**src/rtl/seq_pattern_pkg.sv**
```systemverilog
// Shared state encoding, default pattern and counter sizing for seq_pattern_gen.
package seq_pattern_pkg;

    typedef enum logic [1:0] {
        IDLE  = 2'b00,
        SHIFT = 2'b01,
        GAP   = 2'b10,
        DONE  = 2'b11
    } state_e;

    localparam logic [3:0] SEQ_DEFAULT_PATTERN = 4'b1010;

    // Width of a down-counter that holds values 0..n-1, never narrower than one bit.
    function automatic int cnt_width(input int n);
        return (n < 2) ? 1 : $clog2(n);
    endfunction

endpackage

```
**src/rtl/seq_pattern_shifter.sv**
```systemverilog
// Parallel-load MSB-first shift register holding the bits that follow the one on the line.
// last_o rises once the bit currently on the line is the pattern's LSB.
module seq_pattern_shifter #(
    parameter int W = 4
) (
    input  logic         clk,
    input  logic         reset,
    input  logic         load_i,
    input  logic         shift_i,
    input  logic [W-2:0] tail_i,
    output logic         next_o,
    output logic         last_o
);

    logic [W-2:0] sr_q;
    logic [W-2:0] mask_q;

    // NOTE: sequential state uses non-blocking assignments so every register
    // samples its inputs from the same pre-edge values.
    always_ff @(posedge clk) begin
        // NOTE: reset is synchronous and active-low; it is only seen at a rising edge.
        if (!reset) begin
            sr_q   <= '0;
            mask_q <= '0;
        end else if (load_i) begin
            sr_q   <= tail_i;
            mask_q <= '1;
        end else if (shift_i) begin
            sr_q   <= sr_q << 1;
            mask_q <= mask_q << 1;
        end
    end

    // A one drains out of the mask per shift; when it is empty no bits remain.
    assign next_o = sr_q[W-2];
    assign last_o = ~mask_q[W-2];

endmodule

```
**src/rtl/seq_pattern_gen.sv**
```systemverilog
// Serial pattern transmitter: MSB-first, R repetitions separated by GAP_CYCLES idle cycles.
// Define SEQ_PATTERN_GEN_PARITY_EN to append an even-parity bit after every pattern.
module seq_pattern_gen
    import seq_pattern_pkg::*;
#(
    parameter int                   PATTERN_W       = 4,
    parameter int                   REP_W           = 4,
    parameter int                   GAP_CYCLES      = 2,
    parameter logic [PATTERN_W-1:0] DEFAULT_PATTERN = PATTERN_W'(SEQ_DEFAULT_PATTERN)
) (
    input  logic                 clk,
    input  logic                 reset,
    input  logic                 start,
    input  logic                 use_default,
    input  logic [PATTERN_W-1:0] pattern_in,
    input  logic [REP_W-1:0]     repeat_cnt,
    output logic                 x,
    output logic                 x_valid,
    output logic                 busy,
    output logic                 done
);

    localparam int GAP_W = cnt_width(GAP_CYCLES);

    state_e               state_q, state_d;
    logic [PATTERN_W-1:0] pat_q, pat_d;
    logic [PATTERN_W-1:0] sel_pat;
    logic [REP_W-1:0]     rep_q, rep_d;
    logic [GAP_W-1:0]     gap_q, gap_d;
    logic                 x_q, x_d;
    logic                 x_valid_q, x_valid_d;
    logic                 busy_q, busy_d;
    logic                 done_q, done_d;
    logic                 sh_load, sh_shift, sh_next, sh_last;
    logic [PATTERN_W-2:0] sh_tail;
`ifdef SEQ_PATTERN_GEN_PARITY_EN
    logic                 par_phase_q, par_phase_d;
`endif

    assign sel_pat = use_default ? DEFAULT_PATTERN : pattern_in;

    seq_pattern_shifter #(.W(PATTERN_W)) u_shifter (
        .clk     (clk),
        .reset   (reset),
        .load_i  (sh_load),
        .shift_i (sh_shift),
        .tail_i  (sh_tail),
        .next_o  (sh_next),
        .last_o  (sh_last)
    );

    // NOTE: every signal driven here gets a default first, so no path can
    // leave one unassigned and infer a latch.
    always_comb begin
        state_d   = state_q;
        pat_d     = pat_q;
        rep_d     = rep_q;
        gap_d     = gap_q;
        x_d       = 1'b0;
        x_valid_d = 1'b0;
        busy_d    = 1'b0;
        done_d    = 1'b0;
        sh_load   = 1'b0;
        sh_shift  = 1'b0;
        sh_tail   = pat_q[PATTERN_W-2:0];
`ifdef SEQ_PATTERN_GEN_PARITY_EN
        par_phase_d = 1'b0;
`endif

        unique case (state_q)
            IDLE: begin
                if (start) begin
                    pat_d     = sel_pat;
                    rep_d     = (repeat_cnt == '0) ? REP_W'(1) : repeat_cnt;
                    sh_load   = 1'b1;
                    sh_tail   = sel_pat[PATTERN_W-2:0];
                    x_d       = sel_pat[PATTERN_W-1];
                    x_valid_d = 1'b1;
                    busy_d    = 1'b1;
                    state_d   = SHIFT;
                end
            end

            SHIFT: begin
                busy_d = 1'b1;
                if (!sh_last) begin
                    sh_shift  = 1'b1;
                    x_d       = sh_next;
                    x_valid_d = 1'b1;
                end
`ifdef SEQ_PATTERN_GEN_PARITY_EN
                else if (!par_phase_q) begin
                    par_phase_d = 1'b1;
                    x_d         = ^pat_q;
                    x_valid_d   = 1'b1;
                end
`endif
                else if (rep_q > REP_W'(1)) begin
                    rep_d = rep_q - REP_W'(1);
                    if (GAP_CYCLES > 0) begin
                        gap_d   = GAP_W'(GAP_CYCLES - 1);
                        state_d = GAP;
                    end else begin
                        sh_load   = 1'b1;
                        x_d       = pat_q[PATTERN_W-1];
                        x_valid_d = 1'b1;
                    end
                end else begin
                    rep_d   = '0;
                    busy_d  = 1'b0;
                    done_d  = 1'b1;
                    state_d = DONE;
                end
            end

            GAP: begin
                busy_d = 1'b1;
                if (gap_q == '0) begin
                    sh_load   = 1'b1;
                    x_d       = pat_q[PATTERN_W-1];
                    x_valid_d = 1'b1;
                    state_d   = SHIFT;
                end else begin
                    gap_d = gap_q - GAP_W'(1);
                end
            end

            DONE: begin
                // start is deliberately not looked at here; it is taken in IDLE next cycle.
                state_d = IDLE;
            end

            default: state_d = IDLE;
        endcase
    end

    always_ff @(posedge clk) begin
        if (!reset) begin
            state_q   <= IDLE;
            pat_q     <= '0;
            rep_q     <= '0;
            gap_q     <= '0;
            x_q       <= 1'b0;
            x_valid_q <= 1'b0;
            busy_q    <= 1'b0;
            done_q    <= 1'b0;
`ifdef SEQ_PATTERN_GEN_PARITY_EN
            par_phase_q <= 1'b0;
`endif
        end else begin
            state_q   <= state_d;
            pat_q     <= pat_d;
            rep_q     <= rep_d;
            gap_q     <= gap_d;
            x_q       <= x_d;
            x_valid_q <= x_valid_d;
            busy_q    <= busy_d;
            done_q    <= done_d;
`ifdef SEQ_PATTERN_GEN_PARITY_EN
            par_phase_q <= par_phase_d;
`endif
        end
    end

    assign x       = x_q;
    assign x_valid = x_valid_q;
    assign busy    = busy_q;
    assign done    = done_q;

endmodule

```
**config.mk**
```make
export PLATFORM = sky130hd
export DESIGN_NAME = seq_pattern_gen
export DESIGN_NICKNAME = d
export VERILOG_FILES = /design/src/rtl/seq_pattern_pkg.sv /design/src/rtl/seq_pattern_shifter.sv /design/src/rtl/seq_pattern_gen.sv
export SDC_FILE = /design/constraint.sdc
export NUM_CORES = 1
export LEC_CHECK = 0
export ABC_AREA = 1
export ABC_CLOCK_PERIOD_IN_PS = 2270
export CAP_MARGIN = 20
export CORE_MARGIN = 2
export CORE_UTILIZATION = 40
export CTS_CLUSTER_SIZE = 30
export DETAILED_ROUTE_END_ITERATION = 16
export GPL_ROUTABILITY_DRIVEN = 0
export PLACE_DENSITY_LB_ADDON = 0.15
export SLEW_MARGIN = 40
export SYNTH_ARGS = -nofsm -noshare
export SYNTH_HDL_FRONTEND = slang
export SYNTH_SLANG_ARGS = --single-unit
```
**constraint.sdc**
```tcl
create_clock -name clk -period 2.27 [get_ports clk]
set_clock_uncertainty 0.2 [all_clocks]
set_input_delay 0.227 -clock clk [delete_from_list [all_inputs] [get_ports clk]]
set_output_delay 0.227 -clock clk [all_outputs]
set_load 0.01 [all_outputs]
```
==> impl_metrics.py, run 1 <==
metrics = {
    "status": {
        "status": "completed",
    },
    "final_layout": {
        "drive_gt1_share_pct": 10.3,
        "insertedDiodeCount": 0,
        "utilization_pct": 48.2,
        "fin_nets": 190,
        "fin_cells": 206,
        "area_delta_synth_final_pct": 16.7,
    },
    "sta": {
        "finalMaxSlewViolations": 0,
        "relSlewSlack_pct": 66.8,
        "tightest_slew_ps": 498,
        "setup-tns-final_ps": 0,
        "fin_crit_sh_pct": 70.5,
        "fmax_mhz": 624,
        "fin_hold_ws_ps": 283,
        "setup_ws_ps": 669,
        "finalCriticalPeriod_ps": 1600,
        "finalHoldViolCount": 0,
        "setup_violations": 0,
        "rsz0062_at_grt": "no",
    },
    "worst_setup_path": {
        "worstPathRequired_ps": 2280,
        "end_kind": "register",
        "crit_path_max_incr_delay_ps": 650,
        "worst-path-buf-inv": 1,
        "cp_slowest_cell": "dfxtp_1",
        "critPathMaxFanout": 12,
        "worstPathArrival_ps": 1610,
        "crit_family": "flip-flops",
        "path_class": "register to register",
        "start_kind": "register",
        "crit_chain": "nor2_4, nand2_4, nand2_2, o21ai_0, inv_1",
    },
    "yosys": {
        "synth_top_area_share_pct": 37.9,
        "synthMuxAreaShare_pct": 0,
        "postSynthCellCount": 159,
        "synth_seq_area_share_pct": 37.9,
        "synth_top_family_by_area": "simple AND/OR/NAND/NOR gates",
        "postSynthAreaPerCell_um2": 6.97,
        "synthesis.area_mm2": 0.00111,
        "synthTopCellsByArea": "dfxtp_1 (38%), nand2_1 (12%), inv_1 (10%)",
        "synth_nets": 173,
        "synth_compound_area_share_pct": 10.5,
        "synth_adder_area_share_pct": 2.26,
        "yosysWarningCount": 0,
        "yosysUniqueCellTypes": 23,
        "synth-xor-area-share_pct": 0,
        "synth_top_area_cell": "dfxtp_1",
        "synth_simple_gate_area_share_pct": 35.2,
        "ys_ff_latch": 21,
    },
    "route": {
        "routed_wl_mm": 2.17,
        "dr.pass1.iters": 4,
        "ant_nets": 0,
        "drc": 0,
        "wire_per_inst_um": 10.5,
        "drt_iter0_drc": 25,
        "vias_per_cell": 4.79,
        "num_vias": 986,
    },
    "run": {
        "max_cap_viol_count": 0,
    },
    "global_routing": {
        "grt_first_pass_wirelength_mm": 3.77,
        "antenna_found_initial": 0,
        "grt_usage_pct": 14.9,
        "overflow": 0,
        "grt_max_degree": 13,
        "grt_pass1_vias": 907,
    },
    "floorplan": {
        "ioPinCount": 16,
        "core.rowCount": 19,
        "chipHeight_um": 56.6,
        "fp.dieW_um": 56.6,
        "fp.coreArea_mm2": 0.00269,
        "die_area_mm2": 0.00321,
        "start_util_pct": 41.3,
    },
    "pwr": {
        "leakage_nw": 0.630,
        "peakVddDrop_v": 0.000553,
        "p_per_area_mw_per_mm2": 763,
    },
    "placed_design": {
        "dp_hpwl_mm": 1.72,
        "dp_slack_ps": 464,
        "placed_cells": 202,
        "port_buffers": 15,
    },
    "clocking": {
        "cts_sinks": 21,
        "clk_latency_ps": 300,
        "cts_resized": 0,
        "cts_hold_buf": 0,
        "h-tree-depth": 1,
        "clock_path_buffers": 2,
        "cts_setup_buffers": 0,
        "clkTransAtPathRegs_ps": 110,
        "cts_buffers": 3,
        "cts_tree": "done",
        "cts_root_buf": "clkbuf_4",
    },
    "min_path": {
        "hp-class": "register to register",
    },
}
synthesized netlist by cell type:
master,count
a21oi_2,1
nor2_4,2
nand2_2,2
a31oi_1,3
o21ai_2,1
nand2_4,3
a21oi_1,10
nor3_1,1
nor2_1,15
dfxtp_1,21
nand3_1,12
buf_4,1
nand4_1,5
inv_4,1
buf_6,2
nand3_2,1
inv_2,2
o21ai_0,6
nor2_2,1
nand2_1,36
nand3_4,1
inv_1,30
ha_1,2
routing by layer:
| layer | global-route usage [%] | vias up | routed length (um) |
|---|---|---|---|
| met5 | 0 | - | 0 |
| li1 | - | 528 | - |
| met4 | 4.08 | 0 | 18 |
| met2 | 23.3 | 13 | 942 |
| met3 | 5.30 | 2 | 83 |
| met1 | 19.3 | 443 | 1120 |
metrics by stage:
step | total power, mW | cell area, um^2
floorplan | 0.733 | 1110
finish | 0.987 | 1290
global route | 1.07 | 1290
global placement | 0.808 | 1270
detailed placement | 0.815 | 1270
CTS | 0.996 | 1290
final timing paths:
| check | to | slack [ps] | start | cells past startpoint |
|---|---|---|---|---|
| worst max-delay path | x_valid$_SDFF_PN0_ | 670 | state_q[0]$_SDFFE_PN0P_ | 5 |
| worst min-delay path | pat_q[3]$_SDFFE_PN0P_ | 280 | pat_q[3]$_SDFFE_PN0P_ | 2 |
| worst max register to register | x_valid$_SDFF_PN0_ | 670 | state_q[0]$_SDFFE_PN0P_ | 5 |
| worst min register to register | pat_q[3]$_SDFFE_PN0P_ | 280 | pat_q[3]$_SDFFE_PN0P_ | 2 |
registers in the layout, indices dropped and copies added (netlist names):
name,count
done,1
x,1
gap_q,1
u_shifter.sr_q,3
busy,1
rep_q,4
x_valid,1
u_shifter.mask_q,3
pat_q,4
state_q,2
placed cells by master, fill, tap and decap left out, drive strengths merged:
cell / count
a31oi: 3
inv: 33
nor2: 18
dfxtp: 21
clkdlybuf4s50: 15
a21oi: 11
clkbuf: 4
nand3: 14
o21ai: 7
nor3: 1
nand4: 5
nand2: 41
ha: 2
final cells by class:
type / instances / area (um^2)
clock buffer: 4 / 26.3
fill: 281 / 1390
inverter: 33 / 126
multi-input combinational: 102 / 532
sequential: 21 / 420
tap: 31 / 38.8
timing repair buffer: 15 / 150
power breakdown:
part           switching [mW]  total, mW  internal, mW  leakage, nW
combinational           0.209      0.341         0.132        0.441
sequential             0.0407      0.466         0.426        0.174
clock                   0.111      0.179        0.0686       0.0150
total                   0.361      0.987         0.626        0.630
tightest hold or removal path, cell delays in order, from the launching register on:
cell     delay (ps)
dfxtp_1         330
nand2_1          60
a21oi_1          60
kinds of logic (layout without fill, tap and decap cells):
kind of cell	Yosys count	in the layout
adders and majority gates	2	2
buffers and inverters	36	52
and+or+nand+nor	79	79
AOI/OAI and AO/OA	21	21
DFF	21	21
(Power assumes the default switching activity.)
==> run 2: changes to the inputs <==
--- a/config.mk
+++ b/config.mk
@@ -6,7 +6,7 @@
 export NUM_CORES = 1
 export LEC_CHECK = 0
 export ABC_AREA = 1
-export ABC_CLOCK_PERIOD_IN_PS = 2270
+export ABC_CLOCK_PERIOD_IN_PS = 1640
 export CAP_MARGIN = 20
 export CORE_MARGIN = 2
 export CORE_UTILIZATION = 40
==> constraint.sdc (replaced) <==
create_clock -name clk -period 1.64 [get_ports clk]
set_clock_uncertainty 0.2 [all_clocks]
set_input_delay 0.164 -clock clk [delete_from_list [all_inputs] [get_ports clk]]
set_output_delay 0.164 -clock clk [all_outputs]
set_load 0.01 [all_outputs]
==> impl_metrics.py, run 2 (synthesized netlist as in run 1, its figures left out) <==
metrics = {
    "status": {
        "status": "completed",
    },
    "final_layout": {
        "insertedDiodeCount": 0,
        "mostFrequentLayoutCells": "nand2_1 (36), inv_1 (29), dfxtp_1 (20), nor2_1 (15), clkdlybuf4s50_1 (15)",
        "utilization_pct": 49.2,
        "drive_gt1_share_pct": 14.0,
        "final_cell_area_mm2": 0.00132,
        "final_common_cell": "nand2_1",
        "fin_nets": 193,
        "reg.largest.list": "pat_q (4), rep_q (4)",
        "area_delta_synth_final_pct": 19.3,
        "nFillCells": 278,
    },
    "clocking": {
        "cts_buffers": 3,
        "cts_setup_buffers": 0,
        "cts_root_buf": "clkbuf_4",
        "clock_path_buffers": 2,
        "clk_latency_ps": 310,
        "cts_hold_buf": 0,
        "cts_tree": "done",
        "clkTransAtPathRegs_ps": 120,
        "cts_sinks": 21,
        "h-tree-depth": 1,
    },
    "floorplan": {
        "die_area_mm2": 0.00321,
        "core.rowCount": 19,
        "chipHeight_um": 56.6,
        "ioPinCount": 16,
        "fp.coreArea_mm2": 0.00269,
        "fp.dieW_um": 56.6,
        "start_util_pct": 41.3,
    },
    "sta": {
        "setup_violations": 0,
        "finalMaxSlewViolations": 0,
        "setup-tns-final_ps": 0,
        "fin_crit_sh_pct": 93.1,
        "finalCriticalPeriod_ps": 1530,
        "relSlewSlack_pct": 84.3,
        "rsz0062_at_grt": "no",
        "finalHoldViolCount": 0,
        "fmax_mhz": 655,
        "tightest_slew_ps": 235,
        "fin_hold_ws_ps": 275,
    },
    "placed_design": {
        "dp_hpwl_mm": 1.75,
        "port_buffers": 15,
        "placed_area_mm2": 0.00129,
    },
    "route": {
        "wire_per_inst_um": 10.8,
        "dr.pass1.iters": 4,
        "ant_nets": 0,
        "vias_per_cell": 4.85,
        "drt_iter0_drc": 28,
        "drc": 0,
        "routed_wl_mm": 2.25,
        "num_vias": 1013,
    },
    "worst_setup_path": {
        "start_kind": "register",
        "critPathMaxFanout": 1,
        "crit_chain": "clkdlybuf4s50_1",
        "crit_path_max_incr_delay_ps": 530,
        "reg2reg_from": "rep_q[0]$_SDFFE_PN0P_",
        "worstPathArrival_ps": 1160,
        "startpoint": "x_valid$_SDFF_PN0_",
        "path_class": "register to output port",
        "crit_family": "buffers and inverters",
        "end_kind": "output port",
        "worst-path-buf-inv": 1,
        "worstPathRequired_ps": 1280,
        "cp_slowest_cell": "clkdlybuf4s50_1",
    },
    "pwr": {
        "p_total_mw": 1.39,
        "peakVddDrop_v": 0.000638,
        "p_per_area_mw_per_mm2": 1050,
        "leakage_nw": 0.647,
    },
    "global_routing": {
        "grt_usage_pct": 15.0,
        "grt_first_pass_wirelength_mm": 3.82,
        "overflow": 0,
        "antenna_found_initial": 0,
        "grt_pass1_vias": 913,
        "grt_max_degree": 13,
    },
    "min_path": {
        "hp-class": "input port to register",
        "min_from": "pattern_in[2]",
    },
    "run": {
        "max_cap_viol_count": 0,
    },
}
==> run 2: cell types whose count changed in the layout (fill, tap and decap cells not counted), sizes merged <==
cell    delta
buf        +3
clkbuf     -1
clkinv     +1
==> run 2: worst paths after layout <==
check                          end  slack [ps]  depth (start not counted)
max reg2reg  rep_q[3]$_SDFFE_PN0P_         140                          7
min reg2reg  pat_q[3]$_SDFFE_PN0P_         280                          2
max                        x_valid         110                          1
min          pat_q[2]$_SDFFE_PN0P_         270                          3
==> run 2: layer usage <==
| metal | vias to the layer above | global-route usage, % | wire [um] |
|---|---|---|---|
| li1 | 534 | - | - |
| met1 | 460 | 20.1 | 1120 |
| met2 | 15 | 24.1 | 1040 |
| met3 | 4 | 2.07 | 56 |
| met4 | 0 | 6.12 | 30 |
| met5 | - | 0 | 0 |
==> run 2: where the power goes <==
group          switching [mW]  leakage, nW  internal, mW
clock network           0.170       0.0177        0.0911
logic                   0.309        0.456         0.193
registers              0.0401        0.174         0.590
==> run 2: cell type report <==
| type | count | area (um^2) | area share, % |
|---|---|---|---|
| tap | 31 | 38.8 | 2.93 |
| clock buffer | 3 | 22.5 | 1.70 |
| multi-input combinational | 102 | 536 | 40.5 |
| clock inverter | 1 | 5.00 | 0.378 |
| timing repair buffer | 18 | 173 | 13.1 |
| sequential | 21 | 422 | 31.9 |
| inverter | 33 | 126 | 9.56 |
==> run 2: what timing repair did <==
| action | 4_1_cts | 5_1_grt |
|---|---|---|
| endpoints found under the hold margin | 0 | 0 |
| endpoints found under the setup margin | 0 | 4 |
| gates resized for setup | 0 | 4 |
==> run 2: through the flow <==
| step | cells | setup WS (ps) |
|---|---|---|
| detailed placement | 205 | 38.0 |
| finish | 209 | 113 |
| global route | 209 | 3.27 |
| CTS | 209 | 100 |
| global placement | 205 | 63.6 |
| floorplan | 159 | 293 |
==> run 3: changes to the inputs <==
--- a/config.mk
+++ b/config.mk
@@ -8,13 +8,14 @@
 export ABC_AREA = 1
 export ABC_CLOCK_PERIOD_IN_PS = 1640
 export CAP_MARGIN = 20
+export CORE_ASPECT_RATIO = 1.75
 export CORE_MARGIN = 2
-export CORE_UTILIZATION = 40
+export CORE_UTILIZATION = 37
 export CTS_CLUSTER_SIZE = 30
 export DETAILED_ROUTE_END_ITERATION = 16
 export GPL_ROUTABILITY_DRIVEN = 0
 export PLACE_DENSITY_LB_ADDON = 0.15
-export SLEW_MARGIN = 40
+export SLEW_MARGIN = 20
 export SYNTH_ARGS = -nofsm -noshare
 export SYNTH_HDL_FRONTEND = slang
 export SYNTH_SLANG_ARGS = --single-unit
==> impl_metrics.py, run 3 (synthesized netlist as in run 1, its figures left out) <==
metrics = {
    "status": {
        "status": "completed",
    },
    "sta": {
        "fin_crit_sh_pct": 93.7,
        "fmax_mhz": 651,
        "rsz0062_at_grt": "no",
        "tightest_slew_ps": 258,
        "setup_violations": 0,
        "finalCriticalPeriod_ps": 1540,
        "setup_ws_ps": 103,
        "setup-tns-final_ps": 0,
        "relSlewSlack_pct": 82.7,
        "finalMaxSlewViolations": 0,
        "finalHoldViolCount": 0,
    },
    "global_routing": {
        "overflow": 0,
        "grt_max_degree": 14,
        "grt_pass1_vias": 953,
        "grt_first_pass_wirelength_mm": 3.96,
        "grt_usage_pct": 15.6,
        "antenna_found_initial": 0,
    },
    "min_path": {
        "min_from": "pat_q[3]$_SDFFE_PN0P_",
        "holdPathEnd": "pat_q[3]$_SDFFE_PN0P_",
        "hold_depth": 2,
        "hp-class": "register to register",
    },
    "route": {
        "highest_layer": "met4",
        "dr.pass1.iters": 4,
        "wire_per_inst_um": 11.4,
        "wl_met2_mm": 1.40,
        "wl_met1_um": 854,
        "drc": 0,
        "routed_wl_mm": 2.38,
        "num_vias": 1030,
        "dr_wl_met3_um": 54,
        "ant_nets": 0,
        "drt_iter0_drc": 16,
        "vias_per_cell": 4.93,
    },
    "final_layout": {
        "final_common_cell": "nand2_1",
        "fin_nets": 196,
        "mostFrequentLayoutCells": "nand2_1 (36), inv_1 (29), dfxtp_1 (21), nor2_1 (15), clkdlybuf4s50_1 (15)",
        "utilization_pct": 46.9,
        "fin_cells": 209,
        "insertedDiodeCount": 0,
        "reg.largest.list": "pat_q (4), rep_q (4)",
        "drive_gt1_share_pct": 14.4,
        "area_delta_synth_final_pct": 22.5,
    },
    "pwr": {
        "p_total_mw": 1.49,
        "leakage_nw": 0.666,
        "p_int_mw": 0.963,
        "power_switching_mw": 0.530,
        "peakVddDrop_v": 0.000633,
        "comb_power_share_pct": 34.1,
        "clock_power_share_pct": 23.1,
        "p_per_area_mw_per_mm2": 1100,
        "switching_share_pct": 35.5,
        "seqPwrFrac_pct": 42.7,
    },
    "placed_design": {
        "port_buffers": 15,
        "placed_cells": 205,
        "dp_slack_ps": 61.9,
        "dp_hpwl_mm": 1.98,
    },
    "clocking": {
        "cts_hold_buf": 0,
        "clk_latency_ps": 270,
        "cts_setup_buffers": 0,
        "cts_root_buf": "clkbuf_8",
        "clkTransAtPathRegs_ps": 80,
        "cts_tree": "done",
        "cts_sinks": 21,
        "clock_path_buffers": 2,
        "h-tree-depth": 1,
        "cts_buffers": 3,
    },
    "worst_setup_path": {
        "reg2reg_setup_slack_ps": 130,
        "start_kind": "register",
        "path_class": "register to output port",
        "crit_chain": "clkdlybuf4s50_1",
        "r2r-end": "rep_q[3]$_SDFFE_PN0P_",
        "end_kind": "output port",
        "worst-path-buf-inv": 1,
        "worstPathRequired_ps": 1280,
        "worstPathArrival_ps": 1170,
        "cp_slowest_cell": "clkdlybuf4s50_1",
        "reg2reg_from": "rep_q[0]$_SDFFE_PN0P_",
        "critPathMaxFanout": 1,
        "reg2reg_depth": 7,
        "crit_path_max_incr_delay_ps": 550,
        "crit_family": "buffers and inverters",
    },
    "floorplan": {
        "fp.coreArea_mm2": 0.00290,
        "core.rowCount": 26,
        "chipHeight_um": 76.4,
        "fp.dieW_um": 45.4,
        "ioPinCount": 16,
        "start_util_pct": 38.3,
        "die_area_mm2": 0.00347,
    },
    "run": {
        "max_cap_viol_count": 0,
    },
}
-- run 3: cell count changes in the layout (fill, tap and decap cells not counted), sizes merged --
cell	change
clkinvlp	+1
buf	+3
clkinv	-1
-- run 3: metrics by stage --
stage / cell area (um^2) / hold WS [ps]
after global routing: 1360 / 295
after global placement: 1310 / 263
after floorplan: 1110 / 152
final: 1360 / 272
after detailed placement: 1310 / 258
after CTS: 1360 / 270
-- run 3: worst reg2reg max path: cells and delay by family, from the launching register on --
family	cells	cell delay, ps
buffers and inverters	2	140
DFF	1	360
adders and majority gates	1	210
AOI/OAI and AO/OA	2	350
and+or+nand+nor	2	180
-- run 3: how the worst max path moves through the flow --
stage                               start               endpoint  slack [ps]  cells after the start
floorplan           rep_q[0]$_SDFFE_PN0P_  rep_q[2]$_SDFFE_PN0P_         290                      7
global placement                    start  rep_q[2]$_SDFFE_PN0P_         110                      6
detailed placement                  start  rep_q[3]$_SDFFE_PN0P_          60                      7
CTS                    x_valid$_SDFF_PN0_                x_valid          80                      1
global route        rep_q[0]$_SDFFE_PN0P_  rep_q[3]$_SDFFE_PN0P_         0.7                      7
finish                 x_valid$_SDFF_PN0_                x_valid         100                      1
-- run 3: power groups by stage --
stage | combinational [mW] | clock [mW] | sequential, mW
2_1_floorplan | 0.375 | 0 | 0.640
3_3_place_gp | 0.506 | 0 | 0.648
3_5_place_dp | 0.514 | 0 | 0.650
4_1_cts | 0.516 | 0.359 | 0.638
5_1_grt | 0.584 | 0.387 | 0.649
6_report | 0.510 | 0.345 | 0.638
-- run 3: area by class of cell --
type                            count  area, um^2
Fill cell                         308        1540
Multi-Input combinational cell    102         532
Timing Repair Buffer               21         195
Sequential cell                    21         420
Inverter                           33         126
Clock buffer                        3        41.3
Tap cell                           28        35.0
Clock inverter                      1        7.51
-- run 3: what timing repair did --
item                                    4_1_cts  5_1_grt
resized for setup                             0        1
endpoints found under the hold margin         0        0
endpoints found under the setup margin        0        2
-- run 3: metal layers --
metal	vias to the layer above	track usage, %
li1	542	-
met1	461	13.7
met2	21	29.9
met3	6	2.13
met4	0	9.12
met5	-	0
